File: config.mk
export PLATFORM = sky130hd
export DESIGN_NAME = hh_neuron_scheduler
export DESIGN_NICKNAME = d
export VERILOG_FILES = /design/src/rtl/hh_sched_pkg.sv /design/src/rtl/hh_step_timer.sv /design/src/rtl/hh_neuron_scheduler.sv
export SDC_FILE = /design/constraint.sdc
export NUM_CORES = 1
export LEC_CHECK = 0
export BUFFER_PORTS_ARGS = -buffer_cell sky130_fd_sc_hd__buf_4
export CORE_MARGIN = 1
export CORE_UTILIZATION = 52
export CTS_CLUSTER_DIAMETER = 150
export CTS_CLUSTER_SIZE = 24
export DETAILED_ROUTE_END_ITERATION = 7
export PLACE_DENSITY = 0.78
export SKIP_CTS_REPAIR_TIMING = 1
export SLEW_MARGIN = 20
export SYNTH_ARGS = -nofsm -noshare
export SYNTH_HDL_FRONTEND = slang
export SYNTH_SLANG_ARGS = --single-unit
File: constraint.sdc
create_clock -name clk -period 1.9 [get_ports clk]
set_input_delay 0.285 -clock clk [delete_from_list [all_inputs] [get_ports clk]]
set_output_delay 0.285 -clock clk [all_outputs]
set_load 0.005 [all_outputs]
File: src/rtl/hh_sched_pkg.sv
`default_nettype none
// +--------------------------------------------------------------------------+
// | Module      : hh_sched_pkg                                               |
// | Description : Shared types and constants for the HH neuron scheduler.    |
// | Revision    : 1.0 - initial release                                      |
// +--------------------------------------------------------------------------+
package hh_sched_pkg;

    localparam int          WIDTH_DEFAULT = 16;
    localparam int          DECIMAL_BITS  = 7;
    // Resting potential -65 mV in Q7.
    localparam logic [15:0] V_REST_Q7     = 16'hDF80;

    typedef enum logic [1:0] {
        S_IDLE = 2'd0,
        S_REQ  = 2'd1,
        S_DONE = 2'd2
    } sched_state_t;

endpackage
`default_nettype wire

File: src/rtl/hh_step_timer.sv
`default_nettype none
// +--------------------------------------------------------------------------+
// | Module      : hh_step_timer                                              |
// | Description : run-gated free-running counter, one-cycle timestep tick.   |
// | Revision    : 1.0 - initial release                                      |
// +--------------------------------------------------------------------------+
module hh_step_timer #(
    parameter int STEP_PERIOD = 256
) (
    input  logic clk,
    input  logic reset_n,
    input  logic run,
    output logic tick
);

    localparam int                 c_CNT_W = (STEP_PERIOD > 1) ? $clog2(STEP_PERIOD) : 1;
    localparam logic [c_CNT_W-1:0] c_LAST  = c_CNT_W'(STEP_PERIOD - 1);

    logic [c_CNT_W-1:0] r_count;

    // Counter holds (does not clear) while run is low.
    always_ff @(posedge clk or negedge reset_n) begin
        if (!reset_n) begin
            r_count <= '0;
        end else if (run) begin
            r_count <= (r_count == c_LAST) ? '0 : r_count + c_CNT_W'(1);
        end
    end

    assign tick = run && (r_count == c_LAST);

endmodule
`default_nettype wire

File: src/rtl/hh_neuron_scheduler.sv
`default_nettype none
// +--------------------------------------------------------------------------+
// | Module      : hh_neuron_scheduler                                        |
// | Description : Sweeps N virtual neurons through one shared HH engine per  |
// |               timestep. Optional per-neuron ack timeout: define          |
// |               HH_SCHED_TIMEOUT_EN.                                       |
// | Revision    : 1.0 - initial release                                      |
// +--------------------------------------------------------------------------+
module hh_neuron_scheduler
    import hh_sched_pkg::*;
#(
    parameter int N_NEURONS   = 4,
    parameter int WIDTH       = WIDTH_DEFAULT,
    parameter int STEP_PERIOD = 256
) (
    input  logic                         clk,
    input  logic                         reset_n,
    input  logic                         run,
    output logic                         eng_req,
    output logic [$clog2(N_NEURONS)-1:0] eng_idx,
    output logic [WIDTH-1:0]             eng_v_in,
    input  logic                         eng_ack,
    input  logic [WIDTH-1:0]             eng_v_out,
    input  logic                         eng_spike,
    output logic [N_NEURONS-1:0]         spike_vec,
    output logic                         spike_valid,
    output logic                         busy,
    output logic                         overrun,
    output logic                         timeout
);

    localparam int              c_IW       = $clog2(N_NEURONS);
    localparam logic [c_IW-1:0] c_LAST_IDX = c_IW'(N_NEURONS - 1);
    localparam logic [WIDTH-1:0] c_V_REST  = WIDTH'($signed(V_REST_Q7));

    sched_state_t         r_state;
    sched_state_t         w_state_nxt;
    logic [c_IW-1:0]      r_idx;
    logic [WIDTH-1:0]     r_v_state [N_NEURONS];
    logic [N_NEURONS-1:0] r_spike_work;
    logic [N_NEURONS-1:0] w_spike_work_nxt;
    logic [N_NEURONS-1:0] r_spike_vec;
    logic                 r_spike_valid;
    logic                 r_overrun;
    logic                 w_tick;
    logic                 w_start;
    logic                 w_advance;
    logic                 w_timeout_hit;
    logic                 w_wait_expired;
    logic                 w_last;
    logic                 w_wr_en;

    hh_step_timer #(
        .STEP_PERIOD (STEP_PERIOD)
    ) u_step_timer (
        .clk     (clk),
        .reset_n (reset_n),
        .run     (run),
        .tick    (w_tick)
    );

    assign w_last  = (r_idx == c_LAST_IDX);
    assign w_wr_en = (r_state == S_REQ) && eng_ack;

    always_comb begin
        w_state_nxt      = r_state;
        w_start          = 1'b0;
        w_advance        = 1'b0;
        w_timeout_hit    = 1'b0;
        w_spike_work_nxt = r_spike_work;
        case (r_state)
            S_IDLE: begin
                if (w_tick) begin
                    w_state_nxt = S_REQ;
                    w_start     = 1'b1;
                end
            end
            S_REQ: begin
                if (eng_ack) begin
                    w_advance = 1'b1;
                end else if (w_wait_expired) begin
                    w_advance     = 1'b1;
                    w_timeout_hit = 1'b1;
                end
                // A timed-out neuron records no spike.
                if (w_advance) begin
                    w_spike_work_nxt[r_idx] = eng_ack & eng_spike;
                    if (w_last) begin
                        w_state_nxt = S_DONE;
                    end
                end
            end
            S_DONE: begin
                w_state_nxt = S_IDLE;
            end
            default: begin
                w_state_nxt = S_IDLE;
            end
        endcase
    end

    always_ff @(posedge clk or negedge reset_n) begin
        if (!reset_n) begin
            r_state       <= S_IDLE;
            r_idx         <= '0;
            r_spike_work  <= '0;
            r_spike_vec   <= '0;
            r_spike_valid <= 1'b0;
            r_overrun     <= 1'b0;
        end else begin
            r_state       <= w_state_nxt;
            r_spike_valid <= w_advance && w_last;
            if (w_start) begin
                r_idx        <= '0;
                r_spike_work <= '0;
            end else if (w_advance) begin
                r_spike_work <= w_spike_work_nxt;
                if (!w_last) begin
                    r_idx <= r_idx + c_IW'(1);
                end
            end
            // spike_vec is published together with the DONE-cycle valid pulse.
            if (w_advance && w_last) begin
                r_spike_vec <= w_spike_work_nxt;
            end
            if (w_tick && (r_state != S_IDLE)) begin
                r_overrun <= 1'b1;
            end
        end
    end

    always_ff @(posedge clk or negedge reset_n) begin
        if (!reset_n) begin
            for (int i = 0; i < N_NEURONS; i++) begin
                r_v_state[i] <= c_V_REST;
            end
        end else if (w_wr_en) begin
            r_v_state[r_idx] <= eng_v_out;
        end
    end

`ifdef HH_SCHED_TIMEOUT_EN
    localparam logic [3:0] c_WAIT_LAST = 4'd14;

    logic [3:0] r_wait;
    logic       r_timeout;

    always_ff @(posedge clk or negedge reset_n) begin
        if (!reset_n) begin
            r_wait    <= '0;
            r_timeout <= 1'b0;
        end else begin
            if ((r_state != S_REQ) || w_advance) begin
                r_wait <= '0;
            end else begin
                r_wait <= r_wait + 4'd1;
            end
            if (w_timeout_hit) begin
                r_timeout <= 1'b1;
            end
        end
    end

    assign w_wait_expired = (r_state == S_REQ) && (r_wait == c_WAIT_LAST);
    assign timeout        = r_timeout;
`else
    assign w_wait_expired = 1'b0;
    assign timeout        = 1'b0;
`endif

    assign eng_req     = (r_state == S_REQ);
    assign eng_idx     = r_idx;
    assign eng_v_in    = r_v_state[r_idx];
    assign busy        = (r_state != S_IDLE);
    assign spike_vec   = r_spike_vec;
    assign spike_valid = r_spike_valid;
    assign overrun     = r_overrun;

endmodule
`default_nettype wire
==> metrics.md <==
| Metric | Value |
|---|---|
| Outcome | `complete, but fails checks` |
| Violated checks | `design-rule violations, negative setup slack` |
| Required time of the critical path | `1.62 ns` |
| Most common flop cell mapped by yosys | `dfrtp_1` |
| Worst setup margin | `-0.0137 ns` |
| Total CTS buffers | `9` |
| Warnings, synthesis | `0` |
| Switching power | `1190 µW` |
| Period utilisation layout | `101%` |
| Maximum VDD drop | `roughly 660 µV` |
| Placed instance count | `~420` |
| Gr ovfl total | `0` |
| Clock Skew | `0.00997 ns` |
| Core area | `7210 µm²` |
| Post-synth cell types | `35` |
| Final Max Slew Viols | `0` |
| Clock tree buffer depth | `2` |
| Layout Cells excl Fill | `435` |
| Reg clk slew, reported paths | `~0.080 ns` |
| Post-Syn Area | `3870 µm²` |
| Area of the multi-input gates | `around 1600 µm²` |
| Sink Count | `85` |
| Leading area contributor after synthesis | `dfrtp_1` |
| Setup slack, reg-to-reg | `0.19 ns` |
| Final wirelength | `~7 mm` |
| FF-to-FF path depth | `4` |
| Count of final setup violators | `1` |
| Vias | `approximately 2300` |
| Switch share | `between 20% and 30%` |
| Synth top area share | `approximately a third` |
| Starting Density | `53.7%` |
| Clock root buffer | `clkbuf_8` |
| Post-synth EDFFs | `0` |
| Top-count cell post-synth | `nand2_1` |
| Die Width | `just under 90 µm` |
| Worst path max stage delay | `about 0.54 ns` |
| Max Freq | `about 520 MHz` |
| GPL Wtd Cong | `0.761` |
| # DRC | `2` |
| Maxcap violations | `0` |
| Seq pwr share | `51.0%` |
| Pre-Repair DR Iteration Count | `6` |
| Worst Hold Class | `in2reg` |
| Largest net degree at the start of global routing | `slightly above 40` |
| Worst Setup SP | `eng_idx[0]$_DFFE_PN0P_` |
| Fin. Hold Viols | `0` |
| Int Power | `3060 µW` |
| Layout cell share with drive strength beyond 1 | `approximately half` |
| Crit-path slowest cell | `mux4_2` |
| Pleak | `about 0.0022 µW` |
| Most instantiated cells after synthesis | `57 x nand2_1, 53 x dfrtp_1, 49 x mux2_2` |
| Fill count | `just under 600` |
| R2r endpoint | `r_v_state[49]$_DFFE_PN0P_` |
| Arr. time, crit path | `between 1.5 and 2 ns` |
| Register area | `2170 µm²` |
| Antenna-violating nets left | `0` |
| Synth area leaders | `dfrtp_1 34%, dfstp_2 22%, mux2_2 14%, mux4_2 9.3%, nand2_1 5.5%` |
| Wire per inst | `between 15 and 20 µm` |
| Syn_area_per_cell | `~14 µm²` |
| Number of global-route vias before repair | `about 2400` |
| Tot GR Track Use | `20.7%` |
| ANT cells | `0` |
| Hold path startpoint | `eng_v_out[12]` |
| Syn nets | `304` |
| Worst Setup EP | `eng_v_in[6]` |
| Kind of critical path | `reg2out` |
| Critical R2R Launch | `eng_idx[0]$_DFFE_PN0P_` |
| Clock power share | `between 20% and 30%` |
| CP Launch Type | `register` |
| Global-route wire length before repair | `11.9 mm` |
| Critical path endpoint category | `output port` |
| Synthesized flop and latch total | `85` |
| Initial antenna violation count | `0` |
| Hold WS | `around 0.15 ns` |
| Die Y | `~88 µm` |
| First-iteration detailed-routing DRC count | `slightly below 90` |
| Crit-path max FO | `10` |
| Cell Chain, Critical Path | `buf_12, mux4_2, buf_6` |
| CTS HTree Levels | `3` |
| FFs w/ async S/R, synth | `100%` |
| Post-DP HPWL | `around 4.8 mm` |
| Area growth syn-to-layout | `17.6%` |
| Syn Inst Count | `approximately 280` |
| PwrDens | `roughly 930 nW/µm²` |
| Row cnt | `31` |
| Nets | `357` |
| Unrepaired setup endpoints after global routing | `yes` |
| Top-Level Pins | `48` |
| Combinational Power Share | `about a quarter` |
| Sequential cell area fraction in the yosys report | `a little under three fifths` |
| CTS tree | `built` |
| Clock latency on the worst-skew pair | `around 0.34 ns` |
| Vias/cell | `between 5 and 6` |
| Final Critical Period | `between 1.5 and 2 ns` |
| Die area | `about 7800 µm²` |
| Port Buffers | `46` |
## cell usage in the layout (no fill, tap or decap), types with 2 or more instances in the layout
| cell type | count |
|---|---|
| mux4_2 | 16 |
| nand4_1 | 2 |
| buf_12 | 3 |
| xnor2_1 | 5 |
| inv_1 | 5 |
| nor2_1 | 8 |
| buf_4 | 39 |
| mux2_2 | 49 |
| clkbuf_8 | 9 |
| dfstp_2 | 32 |
| clkbuf_1 | 4 |
| mux2i_1 | 7 |
| ha_1 | 5 |
| buf_6 | 12 |
| clkinv_2 | 3 |
| nand2_1 | 57 |
| nand4b_4 | 3 |
| dfrtp_1 | 52 |
| o21ai_0 | 5 |
## registers in the layout, summed over array words and instances, names as in the netlist
register / count
r_state: 2
spike_valid: 1
overrun: 1
eng_idx: 2
u_step_timer.r_count: 8
spike_vec: 4
r_v_state: 64
r_spike_work: 3
## worst min path at each step
| stage | to | cells after the start |
|---|---|---|
| floorplan | eng_idx[0]$_DFFE_PN0P_ | 0 |
| global placement | r_v_state[17]$_DFFE_PN0P_ | 1 |
| detailed placement | r_v_state[17]$_DFFE_PN0P_ | 1 |
| CTS | u_step_timer.r_count[6]$_DFFE_PN0P_ | 1 |
| global route | r_v_state[12]$_DFFE_PN1P_ | 3 |
| finish | r_v_state[12]$_DFFE_PN1P_ | 3 |
## metal layers
metal	vias to the layer above	wire [µm]	track usage, %
met4	0	80	8.36
met2	39	3470	33.5
met1	1157	3300	28.0
li1	1084	-	-
met3	5	172	3.64
met5	-	0	0
## cells by family (layout without fill, tap and decap cells)
group	Yosys count	in the layout	synth area share [%]
other	1	1	0.0968
xor gates and xnor gates	6	6	1.36
muxes	72	72	25.3
DFF	85	85	55.9
AOI/OAI and AO/OA	10	10	1.52
adders and majority gates	5	5	1.61
and+or+nand+nor	80	80	11.1
buffers and inverters	19	77	3.04
## power by group through the flow
| stage | Clock, µW | Combinational (µW) | Sequential, µW |
|---|---|---|---|
| finish | 1060 | 1020 | 2170 |
| global route | 1150 | 1130 | 2190 |
| CTS | 1080 | 969 | 2160 |
| detailed placement | 0 | 965 | 2190 |
| global placement | 0 | 940 | 2180 |
| floorplan | 0 | 683 | 2140 |
## final cells by class
class                      instances  area share [%]
inverter                           6           0.494
multi-input combinational        174            34.9
clock inverter                     3           0.329
timing repair buffer              55            10.9
sequential                        85            47.6
tap                               99            2.72
clock buffer                      13            3.05
## critical path, delay by kind of cell, from the launching register on
kind / cells / cell delay [ns]
mux: 1 / 0.54
flops: 1 / 0.45
buf+inv: 2 / 0.31
## stage by stage
| step | cell area, µm² | setup WS, ns | setup TNS (ns) | power (µW) | util [%] |
|---|---|---|---|---|---|
| 5_1_grt | 4560 | -0.0762 | -0.769 | 4480 | 63.2 |
| 2_1_floorplan | 3870 | 0.0132 | 0 | 2820 | - |
| 4_1_cts | 4480 | -0.119 | -1.44 | 4210 | 62.0 |
| 3_5_place_dp | 4320 | 0.207 | 0 | 3150 | 59.9 |
| 6_report | 4560 | -0.0137 | -0.0137 | 4250 | 63.2 |
| 3_3_place_gp | 4320 | 0.261 | 0 | 3120 | 59.9 |
Power figures use the tool's default switching activity.
